<file path="src/rtl/uart_bram_sequencer_pkg.sv">
// Shared definitions for the UART/BRAM image sequencer: default geometry
// and the sequencer state encoding.
package uart_bram_sequencer_pkg;

  localparam int DEF_DEPTH  = 16;
  localparam int DEF_ADDR_W = 5;
  localparam int DEF_DATA_W = 8;

  typedef enum logic [2:0] {
    ST_LOAD   = 3'd0,
    ST_FULL   = 3'd1,
    ST_D_RD   = 3'd2,
    ST_D_WAIT = 3'd3,
    ST_D_HOLD = 3'd4
  } state_t;

endpackage

</file>
<file path="src/rtl/uart_bram_sequencer.sv">
// Arbitrates the single BRAM port between image capture from UART RX,
// image streaming to UART TX and the switch-addressed LED readout.
// All BRAM port signals are registered: a decision made at a clock edge
// appears on the port during the following cycle, and read data returns
// one cycle after that.
module uart_bram_sequencer
  import uart_bram_sequencer_pkg::*;
#(
  parameter int DEPTH  = DEF_DEPTH,
  parameter int ADDR_W = DEF_ADDR_W,
  parameter int DATA_W = DEF_DATA_W
) (
  input  logic              clk,
  input  logic              rst,
  input  logic              clear,
  input  logic              rx_valid,
  input  logic [DATA_W-1:0] rx_data,
  input  logic              rx_ferr,
  input  logic              dump_req,
  output logic [DATA_W-1:0] tx_data,
  output logic              tx_valid,
  input  logic              tx_ready,
  input  logic [ADDR_W-1:0] user_addr,
  output logic [DATA_W-1:0] user_data,
  output logic              bram_en,
  output logic              bram_we,
  output logic [ADDR_W-1:0] bram_addr,
  output logic [DATA_W-1:0] bram_wdata,
  input  logic [DATA_W-1:0] bram_rdata,
  output logic [ADDR_W:0]   wr_count,
  output logic              full,
  output logic              overflow,
  output logic              dump_done
);

  localparam logic [ADDR_W:0]   DEPTH_C   = (ADDR_W + 1)'(DEPTH);
  localparam logic [ADDR_W:0]   DEPTH_M1  = (ADDR_W + 1)'(DEPTH - 1);
  localparam logic [ADDR_W-1:0] LAST_ADDR = ADDR_W'(DEPTH - 1);

  state_t            state;
  logic [ADDR_W:0]   wr_ptr;
  logic [ADDR_W-1:0] dump_ptr;
  logic              user_rd_issued;  // port currently carries a user read
  logic              user_rd_ready;   // bram_rdata currently holds user data

  logic              rx_ok;
  logic              do_write;
  logic              start_dump;
  logic              next_dump;
  logic              do_dump_rd;
  logic [ADDR_W-1:0] dump_rd_addr;

  assign wr_count = wr_ptr;
  assign full     = (wr_ptr == DEPTH_C);

  // Port request decode; clear suppresses both RX writes and dump reads
  always_comb begin
    rx_ok        = rx_valid & ~rx_ferr;
    do_write     = ~clear & (state == ST_LOAD) & rx_ok & (wr_ptr != DEPTH_C);
    start_dump   = ~clear & (state == ST_FULL) & dump_req;
    next_dump    = ~clear & (state == ST_D_HOLD) & tx_ready & (dump_ptr != LAST_ADDR);
    do_dump_rd   = start_dump | next_dump;
    dump_rd_addr = start_dump ? '0 : dump_ptr + 1'b1;
  end

  // Sequencer FSM: capture pointer, dump pointer and the TX handshake
  always_ff @(posedge clk or posedge rst) begin
    if (rst) begin
      state     <= ST_LOAD;
      wr_ptr    <= '0;
      dump_ptr  <= '0;
      tx_data   <= '0;
      tx_valid  <= 1'b0;
      overflow  <= 1'b0;
      dump_done <= 1'b0;
    end else begin
      dump_done <= 1'b0;
      if (clear) begin
        wr_ptr   <= '0;
        overflow <= 1'b0;
        tx_valid <= 1'b0;
        state    <= ST_LOAD;
      end else begin
        if (rx_ok && (state != ST_LOAD)) overflow <= 1'b1;
        case (state)
          ST_LOAD: begin
            if (do_write) begin
              wr_ptr <= wr_ptr + 1'b1;
              if (wr_ptr == DEPTH_M1) state <= ST_FULL;
            end
          end
          ST_FULL: begin
            if (start_dump) begin
              dump_ptr <= '0;
              state    <= ST_D_RD;
            end
          end
          // the read issued on entry is on the port during this cycle
          ST_D_RD: state <= ST_D_WAIT;
          ST_D_WAIT: begin
            tx_data  <= bram_rdata;
            tx_valid <= 1'b1;
            state    <= ST_D_HOLD;
          end
          ST_D_HOLD: begin
            if (tx_ready) begin
              tx_valid <= 1'b0;
              if (dump_ptr == LAST_ADDR) begin
                dump_done <= 1'b1;
                state     <= ST_FULL;
              end else begin
                dump_ptr <= dump_ptr + 1'b1;
                state    <= ST_D_RD;
              end
            end
          end
          default: state <= ST_LOAD;
        endcase
      end
    end
  end

  // BRAM port mux (RX write > dump read > user read) and LED readout pipeline
  always_ff @(posedge clk or posedge rst) begin
    if (rst) begin
      bram_en        <= 1'b0;
      bram_we        <= 1'b0;
      bram_addr      <= '0;
      bram_wdata     <= '0;
      user_rd_issued <= 1'b0;
      user_rd_ready  <= 1'b0;
      user_data      <= '0;
    end else begin
      bram_en       <= 1'b1;
      user_rd_ready <= user_rd_issued;
      if (user_rd_ready) user_data <= bram_rdata;
      if (do_write) begin
        bram_we        <= 1'b1;
        bram_addr      <= wr_ptr[ADDR_W-1:0];
        bram_wdata     <= rx_data;
        user_rd_issued <= 1'b0;
      end else if (do_dump_rd) begin
        bram_we        <= 1'b0;
        bram_addr      <= dump_rd_addr;
        user_rd_issued <= 1'b0;
      end else begin
        bram_we        <= 1'b0;
        bram_addr      <= user_addr;
        user_rd_issued <= 1'b1;
      end
    end
  end

endmodule

</file>
<file path="config.mk">
export PLATFORM = sky130hd
export DESIGN_NAME = uart_bram_sequencer
export DESIGN_NICKNAME = d
export VERILOG_FILES = /design/src/rtl/uart_bram_sequencer_pkg.sv /design/src/rtl/uart_bram_sequencer.sv
export SDC_FILE = /design/constraint.sdc
export NUM_CORES = 1
export LEC_CHECK = 0
export ABC_AREA = 1
export CAP_MARGIN = 20
export CORE_MARGIN = 3
export CORE_UTILIZATION = 47
export CTS_CLUSTER_DIAMETER = 120
export DETAILED_ROUTE_END_ITERATION = 12
export PLACE_DENSITY = 0.9
export SLEW_MARGIN = 20
export SYNTH_ARGS = -nofsm -noshare
export SYNTH_HDL_FRONTEND = slang
export SYNTH_SLANG_ARGS = --single-unit
</file>
<file path="constraint.sdc">
create_clock -name clk -period 1.88 [get_ports clk]
set_input_delay 0.564 -clock clk [delete_from_list [all_inputs] [get_ports clk]]
set_output_delay 0.564 -clock clk [all_outputs]
set_load 0.01 [all_outputs]
</file>
==> results.py <==
metrics = {
    "logic_synthesis": {
        "synth_edf_count": 0,
        "synth_ff_type": "dfrtp_1",
        "seq_area_frac_synth": 0.5411,
        "synth_nets": 293,
        "ys_ff_latch": 50,
        "netlist_instances": 261,
        "yosys_warnings": 0,
        "syn_area_per_cell_um2": 8.859,
        "yosysUniqueCellTypes": 31,
        "async_reset_ff_frac": 1.000,
        "syn-cell-area_mm2": 0.002312,
    },
    "worst_setup_path": {
        "crit_buf_inv": 1,
        "critPathMaxFanout": 1,
        "required_ns": 1.32,
        "crit_path_start_kind": "flop",
        "slowest_stage": "clkdlybuf4s50_1",
        "criticalPathCategory": "reg -> out",
        "path_cells": "clkdlybuf4s50_1",
        "end_kind": "output pin",
        "critPathArrivalTime_ns": 1.21,
        "slowest_delay_ns": 0.57,
        "path_delay_family": "buffers and inverters",
    },
    "cells_and_area": {
        "fin_nets": 382,
        "final_common_cell": "nand2_1",
        "fillers": 354,
        "antenna_cells": 0,
        "layout_common_cells": "nand2_1 (84), clkdlybuf4s50_1 (61), dfrtp_1 (50)",
        "area_delta_synth_final_pct": 41.77,
        "layout-drive-gt1-share": 0.1595,
        "multi_input_area_um2": 903.4,
        "seqCellArea_mm2": 0.001251,
    },
    "clocking": {
        "cts_inserted_buffers": 5,
        "clockBufferDepth": 2,
        "cts_htree_levels": 2,
        "hold_buffers": 0,
        "ctsRootBufferMaster": "clkbuf_8",
        "cts.clk_slew.worst_paths_ns": 0.09,
        "clock_sinks": 50,
        "cts_tree": "done",
        "clock_latency_ns": 0.30,
    },
    "floorplanning": {
        "die_area_mm2": 0.005797,
        "ioPinCount": 69,
        "die_x_um": 76.14,
        "fp.dieH_um": 76.14,
        "row_count": 24,
        "core_mm2": 0.004564,
        "start_util": 0.5066,
    },
    "global_route": {
        "grt_use_total": 0.1904,
        "first_global_vias": 2137,
        "grt_start_max_net_pins": 51,
        "gr-total-overflow": 0,
        "antenna_found_initial": 0,
        "grt_pass1_wl_mm": 9.211,
    },
    "detailed_routing": {
        "viasPerCell": 4.798,
        "vias": 1996,
        "drtPass1Iterations": 4,
        "wl_mm": 5.185,
        "wl_per_cell_um": 12.46,
        "drt_iter0_drc": 51,
        "ant_nets": 0,
        "drc_errors": 0,
    },
    "place": {
        "hpwl_mm": 3.876,
        "io_buffers": 68,
        "gp_congestion": 0.8394,
    },
    "sta": {
        "drv_slew": 0,
        "finalHoldViolCount": 0,
        "setup_viol_count_final": 0,
        "clock.fmax_ghz": 0.5626,
        "finalSetupTns_ns": 0,
        "fin_crit_sh": 0.9455,
        "whs_ns": 0.3616,
        "fin_worst_skew_ns": 0.007199,
        "fin_crit_ns": 1.778,
    },
    "power_and_ir_drop": {
        "comb_power_share": 0.292,
        "ir_drop_mv": 0.6183,
        "seq_power_share": 0.478,
        "pwr-share-clk": 0.229,
        "p_leak_uw": 0.001668,
        "p_sw_uw": 837.2,
        "power_density_mw_per_mm2": 871.0,
        "switching_share": 0.2932,
        "intPower_uw": 2018,
    },
    "job": {
        "drv_cap": 0,
    },
    "min_path": {
        "min_path_type": "reg -> reg",
    },
    "outcome": {
        "outcome": "complete, no violations",
    },
}
==> power by group through the flow <==
stage | sequential, µW | clock [µW] | combinational (µW)
2_1_floorplan | 1450 | 0 | 306
3_3_place_gp | 1380 | 0 | 813
3_5_place_dp | 1380 | 0 | 838
4_1_cts | 1370 | 674 | 836
5_1_grt | 1390 | 713 | 920
6_report | 1370 | 655 | 835
==> flip-flops by register name, summed over array words and instances (netlist names) <==
name            flops
tx_valid            1
bram_we             1
bram_wdata          8
dump_ptr            5
bram_en             1
user_rd_ready       1
overflow            1
state               3
tx_data             8
user_data           8
dump_done           1
wr_count            6
bram_addr           5
user_rd_issued      1
==> stage by stage <==
| stage | instances | total power, µW | utilization | instance area [µm²] | worst slack (ns) |
|---|---|---|---|---|---|
| 2_1_floorplan | 261 | 1753 | - | 2312 | 0.1148 |
| 3_3_place_gp | 407 | 2193 | 0.6965 | 3179 | -0.09328 |
| 3_5_place_dp | 407 | 2222 | 0.6965 | 3179 | -0.1027 |
| 4_1_cts | 415 | 2878 | 0.7166 | 3271 | 0.004072 |
| 5_1_grt | 416 | 3021 | 0.7182 | 3278 | -0.005071 |
| 6_report | 416 | 2855 | 0.7182 | 3278 | 0.1024 |
==> area by class of cell <==
class                   count  share of cell area
clock buffers               6             0.02519
clock inverters             2            0.004962
inverters                  30             0.03435
multi-input cells         175              0.2756
flip-flops and latches     50              0.3817
well taps                  65             0.02481
repair buffers             88              0.2534
==> synth_stat cells (3+ instances only) <==
master,n,area share
mux2_2,3,0.015
nand3_1,18,0.039
nand4_1,7,0.019
o21ai_0,4,0.0087
buf_6,3,0.015
nor2_2,3,0.0081
nor2_1,17,0.028
o21ai_1,8,0.017
dfrtp_1,50,0.54
a21oi_1,7,0.015
nand2_2,3,0.0081
nand2_1,85,0.14
inv_1,25,0.041
ha_1,4,0.022
inv_2,5,0.0081
==> what timing repair did <==
item,CTS,global route
buffers inserted,0,1
resized for setup,8,3
endpoints found under the setup margin,7,4
==> path summary, 6_finish.rpt <==
| path | from | end | slack (ns) | cells past startpoint |
|---|---|---|---|---|
| setup / recovery | bram_addr[0] | bram_addr[0] | 0.10 | 1 |
| hold / removal | user_rd_issued | user_rd_ready | 0.36 | 0 |
| setup reg to reg | dump_ptr[0] | bram_addr[4] | 0.14 | 11 |
| hold reg to reg | user_rd_issued | user_rd_ready | 0.36 | 0 |
| max in group asynchronous | rst | wr_count[5] | 1.05 | 3 |
| min in group asynchronous | rst | bram_we | 0.60 | 3 |
==> cells by family (layout without fill, tap and decap cells) <==
family,count (synthesis),after routing,synth area share
simple gates,143,143,0.2928
flops,50,50,0.5411
buf+inv,36,126,0.07034
compound gates,22,22,0.05033
fa+ha+maj,4,4,0.02165
mux,3,3,0.01461
xor+xnor,2,2,0.007577
other cells,1,1,0.001622
==> metal layers <==
layer / up-vias / part of all wire / global-route usage
met1: 927 / 0.43 / 0.2195
met4: 0 / 0.0056 / 0.05435
met5: - / 0 / 0
met3: 4 / 0.065 / 0.04965
li1: 998 / - / -
met2: 67 / 0.50 / 0.3475
(Power assumes the default switching activity.)
